--- src/rtl/smpl_pkg.sv ---
// Shared types for the smpl_core_gen accumulator processor: opcodes,
// FSM states and instruction-width helper.
package smpl_pkg;

    typedef enum logic [2:0] {
        OP_ADD = 3'b000,
        OP_SUB = 3'b001,
        OP_AND = 3'b010,
        OP_XOR = 3'b011,
        OP_LDA = 3'b100,
        OP_STA = 3'b101,
        OP_JMP = 3'b110,
        OP_JZ  = 3'b111
    } opcode_e;

    typedef enum logic [1:0] {
        S_FETCH = 2'd0,
        S_EXEC  = 2'd1,
        S_MEM   = 2'd2
    } state_e;

    // Instruction word = 3-bit opcode on top of an AW-bit operand address.
    function automatic int instr_width(input int aw);
        return aw + 3;
    endfunction

endpackage

--- src/rtl/smpl_alu.sv ---
// Combinational ALU: one DW+1-bit adder shared by ADD and SUB, plus the
// bitwise ops and a load pass-through. Zero is taken from the result.
module smpl_alu
    import smpl_pkg::*;
#(
    parameter int DW = 16
) (
    input  opcode_e       op,
    input  logic [DW-1:0] acc,
    input  logic [DW-1:0] operand,
    output logic [DW-1:0] result,
    output logic          carry,
    output logic          zero
);

    logic          is_sub;
    logic [DW:0]   b_ext;
    logic [DW:0]   sum;

    // SUB is acc + ~operand + 1, so the adder carry-out is the not-borrow.
    always_comb begin
        is_sub = (op == OP_SUB);
        b_ext  = is_sub ? {1'b0, ~operand} : {1'b0, operand};
        sum    = {1'b0, acc} + b_ext + {{DW{1'b0}}, is_sub};
    end

    // Result select; opcodes with no data result pass the accumulator through.
    always_comb begin
        // NOTE: every output gets a default first so no path leaves it unassigned (no latch).
        result = acc;
        carry  = sum[DW];
        case (op)
            OP_ADD, OP_SUB: result = sum[DW-1:0];
            OP_AND:         result = acc & operand;
            OP_XOR:         result = acc ^ operand;
            OP_LDA:         result = operand;
            default:        result = acc;
        endcase
        zero = (result == '0);
    end

endmodule

--- src/rtl/smpl_core_gen.sv ---
// Multicycle accumulator processor: FETCH -> EXEC -> (MEM) with a dready
// wait-state handshake on the data port. All outputs come from flops.
module smpl_core_gen
    import smpl_pkg::*;
#(
    parameter int DW = 16,
    parameter int AW = 13
) (
    input  logic          clock,
    input  logic          reset,
    output logic [AW-1:0] iaddr,
    input  logic [AW+2:0] idata,
    output logic [AW-1:0] daddr,
    input  logic [DW-1:0] datai,
    output logic [DW-1:0] datao,
    output logic          renbl,
    output logic          wenbl,
    input  logic          dready,
    output logic          zflag,
    output logic          cflag
);

    localparam int IW = instr_width(AW);

    state_e        state_q, state_d;
    logic [AW-1:0] pc_q, pc_d;
    logic [IW-1:0] ir_q, ir_d;
    logic [DW-1:0] acc_q, acc_d;
    logic [AW-1:0] daddr_q, daddr_d;
    logic [DW-1:0] datao_q, datao_d;
    logic          renbl_q, renbl_d;
    logic          wenbl_q, wenbl_d;
    logic          zflag_q, zflag_d;
    logic          cflag_q, cflag_d;

    opcode_e       op;
    logic [AW-1:0] opnd_addr;
    logic [DW-1:0] alu_result;
    logic          alu_carry;
    logic          alu_zero;

    // Decode fields of the latched instruction.
    always_comb begin
        op        = opcode_e'(ir_q[IW-1:AW]);
        opnd_addr = ir_q[AW-1:0];
    end

    smpl_alu #(.DW(DW)) u_alu (
        .op      (op),
        .acc     (acc_q),
        .operand (datai),
        .result  (alu_result),
        .carry   (alu_carry),
        .zero    (alu_zero)
    );

    // Next-state logic: instruction sequencing and data-port handshake.
    always_comb begin
        state_d = state_q;
        pc_d    = pc_q;
        ir_d    = ir_q;
        acc_d   = acc_q;
        daddr_d = daddr_q;
        datao_d = datao_q;
        renbl_d = renbl_q;
        wenbl_d = wenbl_q;
        zflag_d = zflag_q;
        cflag_d = cflag_q;
        case (state_q)
            S_FETCH: begin
                ir_d    = idata;
                state_d = S_EXEC;
            end
            S_EXEC: begin
                if (op == OP_JMP) begin
                    pc_d    = opnd_addr;
                    state_d = S_FETCH;
                end else if (op == OP_JZ) begin
                    pc_d    = zflag_q ? opnd_addr : pc_q + 1'b1;
                    state_d = S_FETCH;
                end else begin
                    daddr_d = opnd_addr;
                    if (op == OP_STA) begin
                        wenbl_d = 1'b1;
                        datao_d = acc_q;
                    end else begin
                        renbl_d = 1'b1;
                    end
                    state_d = S_MEM;
                end
            end
            S_MEM: begin
                // Requests stay asserted and stable until the memory completes.
                if (dready) begin
                    if (renbl_q) begin
                        acc_d   = alu_result;
                        zflag_d = alu_zero;
                        if (op == OP_ADD || op == OP_SUB) begin
                            cflag_d = alu_carry;
                        end
                    end
                    pc_d    = pc_q + 1'b1;
                    renbl_d = 1'b0;
                    wenbl_d = 1'b0;
                    state_d = S_FETCH;
                end
            end
            default: state_d = S_FETCH;
        endcase
    end

    // State registers with synchronous active-low reset; reset wins in every state.
    always_ff @(posedge clock) begin
        // NOTE: sequential state uses non-blocking assignments so all flops update together.
        if (!reset) begin
            state_q <= S_FETCH;
            pc_q    <= '0;
            ir_q    <= '0;
            acc_q   <= '0;
            daddr_q <= '0;
            datao_q <= '0;
            renbl_q <= 1'b0;
            wenbl_q <= 1'b0;
            zflag_q <= 1'b0;
            cflag_q <= 1'b0;
        end else begin
            state_q <= state_d;
            pc_q    <= pc_d;
            ir_q    <= ir_d;
            acc_q   <= acc_d;
            daddr_q <= daddr_d;
            datao_q <= datao_d;
            renbl_q <= renbl_d;
            wenbl_q <= wenbl_d;
            zflag_q <= zflag_d;
            cflag_q <= cflag_d;
        end
    end

    // Outputs are driven straight from flops.
    always_comb begin
        iaddr = pc_q;
        daddr = daddr_q;
        datao = datao_q;
        renbl = renbl_q;
        wenbl = wenbl_q;
        zflag = zflag_q;
        cflag = cflag_q;
    end

endmodule

--- config.mk ---
export PLATFORM = sky130hd
export DESIGN_NAME = smpl_core_gen
export DESIGN_NICKNAME = d
export VERILOG_FILES = /design/src/rtl/smpl_pkg.sv /design/src/rtl/smpl_alu.sv /design/src/rtl/smpl_core_gen.sv
export SDC_FILE = /design/constraint.sdc
export NUM_CORES = 1
export LEC_CHECK = 0
export ABC_AREA = 0
export CAP_MARGIN = 10
export CORE_MARGIN = 2
export CORE_UTILIZATION = 32
export DETAILED_ROUTE_END_ITERATION = 12
export SLEW_MARGIN = 20
export SYNTH_ARGS = -nofsm -noshare
export SYNTH_HDL_FRONTEND = slang
export SYNTH_SLANG_ARGS = --single-unit
--- constraint.sdc ---
create_clock -name clock -period 9.8 [get_ports clock]
set_clock_uncertainty 0.2 [all_clocks]
set_input_delay 1.47 -clock clock [delete_from_list [all_inputs] [get_ports clock]]
set_output_delay 1.47 -clock clock [all_outputs]
set_load 0.005 [all_outputs]
==> results of run 1 <==
-- registers in the layout, indices dropped and copies added (netlist names) --
name,count
iaddr,13
datao,16
renbl,1
cflag,1
zflag,1
wenbl,1
ir_q,16
state_q,2
acc_q,16
daddr,13
-- where the power goes --
part           internal (mW)  switching [mW]
Sequential             0.338          0.0130
Combinational         0.0771           0.118
Clock                  0.240           0.152
-- per-layer routing --
metal  routed length [um]  vias to the layer above
met2                 6996                      140
met4                  245                        0
met5                    0                        -
met3                  864                       18
met1                 7402                     2390
li1                     -                     2452
-- layout make-up --
| cell class | count | area share |
|---|---|---|
| Inverter | 14 | 0.008380 |
| Tap cell | 188 | 0.03751 |
| Clock inverter | 5 | 0.01377 |
| Multi-Input combinational cell | 508 | 0.5062 |
| Clock buffer | 11 | 0.04030 |
| Sequential cell | 80 | 0.2554 |
| Timing Repair Buffer | 89 | 0.1385 |
-- placed cells by master, fill, tap and decap left out, types with 3 or more instances in the layout --
cell and count:
a221o_1 3, a22oi_1 12, and3_1 12, nor3_1 12, ha_1 34, o211a_1 3
nand3b_1 4, nand3_1 10, o211ai_1 9, or3_1 4, buf_4 9, nand4_1 6
o22ai_1 15, o21a_1 3, a31oi_1 5, a221oi_1 12, xor2_1 17, inv_1 13
a21oi_1 56, a211oi_1 9, o21bai_1 3, nand2b_1 13, nor2b_1 6, nor2_1 75
nand2_1 79, a22o_1 5, o21ai_0 42, a21o_1 4, clkdlybuf4s50_1 80, clkbuf_16 9
nor4_1 3, dfxtp_1 80, mux2i_1 19
-- critical path, delay by kind of cell, from the launching register on --
family	cells	cell delay, ns
flops	1	0.30
buf+inv	4	1.25
simple gates	6	1.31
xor+xnor	1	0.24
compound gates	4	1.08
fa+ha+maj	1	0.40
-- per-stage QoR --
step	total power [mW]	instances
after global placement	0.5462	879
after global routing	0.9777	895
after CTS	0.9390	895
after floorplan	0.4820	642
after detailed placement	0.5503	879
final	0.9373	895
-- how the worst max path moves through the flow --
stage                   from  endpoint  cells past startpoint
finish              ir_q[15]     zflag                     16
global route        ir_q[15]     zflag                     16
CTS                 ir_q[15]     zflag                     16
detailed placement  datai[0]     zflag                     12
global placement    datai[0]     zflag                     12
floorplan           datai[0]     zflag                     11
-- kinds of logic (layout without fill, tap and decap cells) --
| logic type | count (synthesis) | count (layout) | synth area share |
|---|---|---|---|
| simple gates | 239 | 239 | 0.2235 |
| compound gates | 196 | 196 | 0.2514 |
| flops | 80 | 80 | 0.3214 |
| buf+inv | 54 | 119 | 0.04269 |
| fa+ha+maj | 35 | 35 | 0.08940 |
| xor+xnor | 19 | 19 | 0.03340 |
| mux | 19 | 19 | 0.03817 |
==> results_dict.tcl, run 1 <==
set metrics [dict create \
    use_met1 0.2623 \
    cts_tree "built" \
    port-buffer-count 80 \
    use_met2 0.2957 \
    post_cts_resized 0 \
    viasPerCell 5.587 \
    cp_max_fo 29 \
    async_reset_ff_frac 0 \
    antenna_left 0 \
    ys_seq_elements 80 \
    synthDistinctLibCells 57 \
    clock_sinks 80 \
    grt_max_degree 58 \
    path_clk_slew_ns 0.06 \
    core_mm2 0.01520 \
    start_kind "flop" \
    yosysTopAreaCell "dfxtp_1" \
    place_ws_ns 4.651 \
    drive_gt1_frac 0.05092 \
    synth_commonest_cells "80 x dfxtp_1, 79 x nand2_1, 77 x nor2_1" \
    hp-start "wenbl" \
    grt_pass1_vias 4746 \
    die_h_um 128.8 \
    timing.hold.ws_ns 0.2503 \
    cap_violations 0 \
    synth-main-ff-cell "dfxtp_1" \
    cts.htree.levels 3 \
    cts_root_buf "clkbuf_16" \
    total_leakage_power_nw 2.558 \
    rrSetupSlack_ns 4.94 \
    crit_chain "buf_4 -> inv_1 -> nand2_2 -> nor2_1 -> buf_4 -> xor2_1 -> inv_1 -> fa_1 -> nand2b_1 -> a21oi_1 -> o211ai_1 -> a221oi_1 -> nand4_1 -> nor4_1 -> nand4_1 -> o21ai_0" \
    dr.pass1.iters 5 \
    antenna_found_initial 0 \
    endpoint_kind "flop" \
    dpl-instance-area_mm2 0.005928 \
    multi_input_area_mm2 0.003174 \
    synth_top_area_share 0.3214 \
    syn2layout_area_growth_pct 25.87 \
    wl_per_cell_um 17.33 \
    ir_drop_uv 88.71 \
    slew_headroom 0.2570 \
    maxSlewViolCount 0 \
    final.period_utilization 0.4958 \
    worst_slew_pin_slew_ns 1.113 \
    synth_area_leaders "dfxtp_1 32%, ha_1 8.5%, nand2_1 6.0%, nor2_1 5.8%, a21oi_1 5.6%" \
    min_period_ns 4.859 \
    hp-class "flop to flop" \
    postLayoutCoreUtil 0.4125 \
    fin_nets 772 \
    num_antenna_cells 0 \
    cpPeakStageDelay_ns 0.59 \
    whs_endpoint "wenbl" \
    use_met3 0.03742 \
    synth-seq-area-share 0.3214 \
    grt.busiest_layer "met2" \
    numCtsBuffers 9 \
    tns_ns 0 \
    synth_area_mm2 0.004982 \
    fp.dieW_um 128.8 \
    gp_congestion 0.8879 \
    cts_setup_buffers 0 \
    first_iter_violations 436 \
    yosysWarnings 0 \
    syn_inst 642 \
    power_density_mw_per_mm2 149.5 \
    worst_slack_ns 4.941 \
    path_class "flop to flop" \
    post-dp-hpwl_um 10700 \
    grt_pass1_wl_um 24900 \
    hold_viol 0 \
    clock_path_buffers 2 \
    synth_nets 712 \
    track_usage 0.1900 \
    finalSetupViolations 0 \
    crit_arrival_ns 4.94 \
    slowest_stage "inv_1" \
    route.vias.total 5000 \
    final_area_mm2 0.006271 \
    r2r_end "zflag" \
    floorplan.io_pins 81 \
    fillCellCount 1542 \
    synth_edf_count 0 \
    status "finished, final reports clean" \
    fmaxAchievable_ghz 0.2058 \
    ctsHoldBuffers 0 \
    timing.rr.start "ir_q[15]" \
    row_count 45 \
    start_util 0.3277 \
    grt_overflow_total 0 \
    required_ns 9.88 \
    rsz0062_at_grt "false" \
    die_area_mm2 0.01658 \
    reg2reg_depth 16 \
    clkLatencyLatePin_ns 0.36 \
    postRouteWirelength_um 15510 \
    layout.area.seq_mm2 0.001602 \
    synth.most_common_cell "dfxtp_1" \
    hold-path-cell-count 2 \
    post-route-drc-count 0 \
    avgSynthCellArea_um2 7.761 \
]
Power figures use the tool's default switching activity.
==> run 2, diff against run 1 <==
==> constraint.sdc (replaced) <==
create_clock -name clock -period 4.95 [get_ports clock]
set_clock_uncertainty 0.2 [all_clocks]
set_input_delay 0.7425 -clock clock [delete_from_list [all_inputs] [get_ports clock]]
set_output_delay 0.7425 -clock clock [all_outputs]
set_load 0.005 [all_outputs]
==> run 2 against run 1 <==
- die area did not move
- global-route usage down 0.43 points
- final area shrank 0.32%
- sequential share of layout area is 0.082 points higher
- register-to-register slack worse by 4.0 ns
- first-iteration DRC count unchanged
- largest power group is now sequential cells
- highest routed layer unchanged
- wire length fell by 1.8%
- via count is essentially flat
- core utilization down 0.13 points
- power is 85% higher
==> results_dict.tcl, run 2 (synthesized netlist as in run 1, its figures left out) <==
set metrics [dict create \
    start_kind "input pin" \
    cpMostUsedCell "nand4_1" \
    path_class "input pin to flop" \
    hp-class "flop to flop" \
    first_iter_violations 436 \
    crit_start "datai[0]" \
    route.vias.total 5004 \
    ctsHoldBuffers 0 \
    num_antenna_cells 0 \
    grt_pass1_wl_um 24440 \
    worst_slew_pin_slew_ns 1.097 \
    endpoint_kind "flop" \
    post_cts_resized 0 \
    row_count 45 \
    grt_overflow_total 0 \
    slowest_stage "or4b_4" \
    clock_path_buffers 2 \
    cpPeakStageDelay_ns 0.53 \
    final_cell_mix "80 x dfxtp_1, 80 x clkdlybuf4s50_1, 79 x nand2_1" \
    slew_headroom 0.2659 \
    post-route-drc-count 0 \
    status "finished, final reports clean" \
    final.period_utilization 0.8105 \
    path_clk_slew_ns 0.06 \
    track_usage 0.1857 \
    gp_congestion 0.8780 \
    die_h_um 128.8 \
    syn2layout_area_growth_pct 25.46 \
    floorplan.io_pins 81 \
    antenna_found_initial 0 \
    cp_max_fo 5 \
    hold_viol 0 \
    min_period_ns 4.012 \
    antenna_left 0 \
    drive_gt1_frac 0.05070 \
    crit_chain "clkdlybuf4s50_1 -> or4b_4 -> a21boi_0 -> fa_1 -> nand2b_1 -> a21oi_1 -> o211ai_1 -> a221oi_1 -> nand4_1 -> nor4_1 -> nand4_1 -> o21ai_0" \
    maxSlewViolCount 0 \
    clock_sinks 80 \
    cap_violations 0 \
    cts_setup_buffers 0 \
    dr.pass1.iters 5 \
    cts.htree.levels 3 \
    post-dp-hpwl_um 10750 \
    ir_drop_uv 157.1 \
    path_buf_inv 1 \
    required_ns 5.02 \
    critical-path-top-delay-family "simple AND/OR/NAND/NOR gates" \
    wl_per_cell_um 16.96 \
    fillCellCount 1547 \
    totalPowerFinal_mw 1.731 \
    total_leakage_power_nw 2.543 \
    hp-start "wenbl" \
    grt_pass1_vias 4660 \
    numCtsBuffers 9 \
    cts_tree "built" \
    timing.rr.start "ir_q[15]" \
    cts_root_buf "clkbuf_16" \
    finalSetupViolations 0 \
    tns_ns 0 \
    fmaxAchievable_ghz 0.2492 \
    viasPerCell 5.572 \
    grt_max_degree 50 \
    rsz0062_at_grt "false" \
    crit_arrival_ns 4.08 \
    port-buffer-count 80 \
    postRouteWirelength_um 15230 \
    clkLatencyLatePin_ns 0.34 \
    start_util 0.3277 \
    die_area_mm2 0.01658 \
    power_density_mw_per_mm2 276.9 \
    core_mm2 0.01520 \
    fin_nets 775 \
    fp.dieW_um 128.8 \
]
-- run 2: cell types whose count changed in the layout (fill, tap and decap cells not counted), sizes merged --
| cell | before | now |
|---|---|---|
| inv | 16 | 15 |
| bufinv | 2 | 0 |
| clkbuf | 11 | 13 |
| buf | 9 | 12 |
| clkinvlp | 0 | 1 |
-- run 2: worst reg2reg max path: cells and delay by family (launching register included) --
family	cells	cell delay (ns)
fa+ha+maj	1	0.44
flops	1	0.31
compound gates	4	1.03
simple gates	6	1.21
xor+xnor	1	0.11
buf+inv	3	0.62
-- run 2: power breakdown --
part / internal (mW) / total (mW) / switching [mW]
clock: 0.371 / 0.649 / 0.278
combinational: 0.154 / 0.387 / 0.233
sequential: 0.669 / 0.695 / 0.0262
-- run 2: cell type report --
class	instances	area, um^2	area share
multi-input combinational	508	3178	0.5084
tap	188	235.2	0.03763
sequential	80	1602	0.2562
clock inverter	3	25.02	0.004003
timing repair buffer	92	898.4	0.1437
inverter	14	52.55	0.008407
clock buffer	13	260.3	0.04163
-- run 2: path summary, 6_finish.rpt --
kind | end | slack, ns | depth (start not counted)
setup / recovery | zflag | 0.94 | 12
hold / removal | wenbl | 0.25 | 2
hold reg to reg | wenbl | 0.25 | 2
setup reg to reg | zflag | 0.98 | 15
-- run 2: stage by stage --
step	hold WS [ns]	setup slack, ns	cells	instance area (um^2)	util
after floorplan	0.2372	1.178	642	4982	-
after global placement	0.2375	0.7347	881	5943	0.3909
after detailed placement	0.2406	0.6589	881	5943	0.3909
after CTS	0.2526	0.9880	897	6228	0.4097
after global routing	0.2891	0.6805	898	6251	0.4112
final	0.2475	0.9378	898	6251	0.4112
-- run 2: layer usage --
layer  GRT usage  wire length (um)
met5           0                 0
met2      0.3016              7009
met4     0.05371               161
met3     0.02536               732
met1      0.2577              7330
==> run 3, diff against run 2 <==
==> constraint.sdc (replaced) <==
create_clock -name clock -period 4.15 [get_ports clock]
set_clock_uncertainty 0.2 [all_clocks]
set_input_delay 0.6225 -clock clock [delete_from_list [all_inputs] [get_ports clock]]
set_output_delay 0.6225 -clock clock [all_outputs]
set_load 0.005 [all_outputs]
==> run 3 against run 2 <==
- largest power group unchanged
- power rose by 18%
- die area did not move
- critical path type unchanged
- critical endpoint unchanged
- critical path depth did not move
- sequential power rose by 19%
- via count rose by 1.0%
- core utilization rose by 0.099 points
- wire length fell by 1.1%
- clock power rose by 16%
- largest cell class unchanged
- sequential share of layout area barely moved
- global-route usage barely moved
==> results_dict.tcl, run 3 (synthesized netlist as in run 1, its figures left out) <==
set metrics [dict create \
    fmaxAchievable_ghz 0.2626 \
    final.period_utilization 0.9178 \
    route.vias.total 5056 \
    start_kind "input pin" \
    worst_slack_ns 0.3413 \
    numCtsBuffers 9 \
    antenna_found_initial 0 \
    track_usage 0.1855 \
    port-buffer-count 80 \
    fillCellCount 1541 \
    layout.area.seq_mm2 0.001603 \
    status "finished, final reports clean" \
    clock_sinks 80 \
    postLayoutCoreUtil 0.4122 \
    grt_max_degree 49 \
    floorplan.io_pins 81 \
    hp-class "flop to flop" \
    grt_pass1_vias 4720 \
    cts_tree "built" \
    crit_arrival_ns 3.88 \
    instances_no_fill 900 \
    ctsHoldBuffers 0 \
    post-dp-hpwl_um 10600 \
    required_ns 4.22 \
    internal_power_mw 1.406 \
    place_inst 884 \
    fp.dieW_um 128.8 \
    path_class "input pin to flop" \
    clock_path_buffers 2 \
    first_iter_violations 456 \
    cp_max_fo 4 \
    power_density_mw_per_mm2 326.2 \
    clkLatencyLatePin_ns 0.35 \
    wl_per_cell_um 16.74 \
    worst_slew_pin_slew_ns 0.7367 \
    seq_power_share 0.406 \
    total_leakage_power_nw 2.561 \
    gp_congestion 0.9150 \
    dpl-instance-area_mm2 0.005976 \
    combPwrFrac 0.225 \
    grt_overflow_total 0 \
    syn2layout_area_growth_pct 25.77 \
    dr.pass1.iters 5 \
    viasPerCell 5.618 \
    endpoint_kind "flop" \
    path_clk_slew_ns 0.06 \
    cts.htree.levels 3 \
    totalPowerFinal_mw 2.044 \
    final_area_mm2 0.006266 \
    grt_pass1_wl_um 24440 \
    rrSetupSlack_ns 0.37 \
    slew_headroom 0.5055 \
    ir_drop_uv 240.3 \
    hold_viol 0 \
    min_period_ns 3.809 \
    finalSetupViolations 0 \
    cap_violations 0 \
    final_cell_mix "80 x clkdlybuf4s50_1, 79 x nand2_1, 79 x dfxtp_1" \
    start_util 0.3277 \
    die_area_mm2 0.01658 \
    p_clk_frac 0.369 \
    switching_share 0.3120 \
    tns_ns 0 \
    place_ws_ns 0.03276 \
    post-route-drc-count 0 \
    p_switching_mw 0.6376 \
    drive_gt1_frac 0.05899 \
    multi_input_area_mm2 0.003174 \
    row_count 45 \
    core_mm2 0.01520 \
    maxSlewViolCount 0 \
    timing.hold.ws_ns 0.2498 \
    num_antenna_cells 0 \
    fin_nets 777 \
    final_common_cell "clkdlybuf4s50_1" \
    antenna_left 0 \
    postRouteWirelength_um 15060 \
    rsz0062_at_grt "false" \
    cts_root_buf "clkbuf_16" \
    die_h_um 128.8 \
    cts_setup_buffers 0 \
]
[run 3: layer usage]
metal	GRT usage	wire, um	share of wire	vias up
met5	0	0	0	-
met3	0.03825	845	0.056	20
met4	0.05882	229	0.015	0
li1	-	-	-	2467
met2	0.2879	6802	0.45	156
met1	0.2583	7184	0.48	2413
[run 3: final cells by class]
| class | instances | area share |
|---|---|---|
| multi-input cells | 508 | 0.5066 |
| flip-flops and latches | 80 | 0.2558 |
| repair buffers | 94 | 0.1472 |
| clock buffers | 10 | 0.03814 |
| well taps | 188 | 0.03754 |
| inverters | 14 | 0.008387 |
| clock inverters | 6 | 0.006390 |
[run 3: worst paths after layout]
kind,startpoint,end,depth (start not counted)
worst max-delay path,datai[0],zflag,12
worst min-delay path,daddr[0],daddr[0],2
worst max register to register,ir_q[14],zflag,15
worst min register to register,daddr[0],daddr[0],2
[run 3: worst max-delay path, cell delays in order]
cell             delay [ns]
clkdlybuf4s50_1        0.46
or4b_4                 0.52
a21boi_0               0.16
fa_1                   0.40
nand2b_1               0.20
a21oi_1                0.33
o211ai_1               0.14
a221oi_1               0.36
nand4_1                0.13
nor4_1                 0.26
nand4_1                0.12
o21ai_0                0.16
[run 3: power groups by stage]
stage	logic [mW]	clock network, mW	registers, mW
after detailed placement	0.454	0	0.846
after CTS	0.456	0.775	0.828
after global routing	0.509	0.812	0.835
final	0.460	0.754	0.829
after global placement	0.448	0	0.845
after floorplan	0.303	0	0.835
[run 3: timing repair]
| item | CTS | global route |
|---|---|---|
| gates resized for setup | 0 | 2 |
| setup endpoints to repair | 0 | 1 |
| hold endpoints to repair | 0 | 0 |
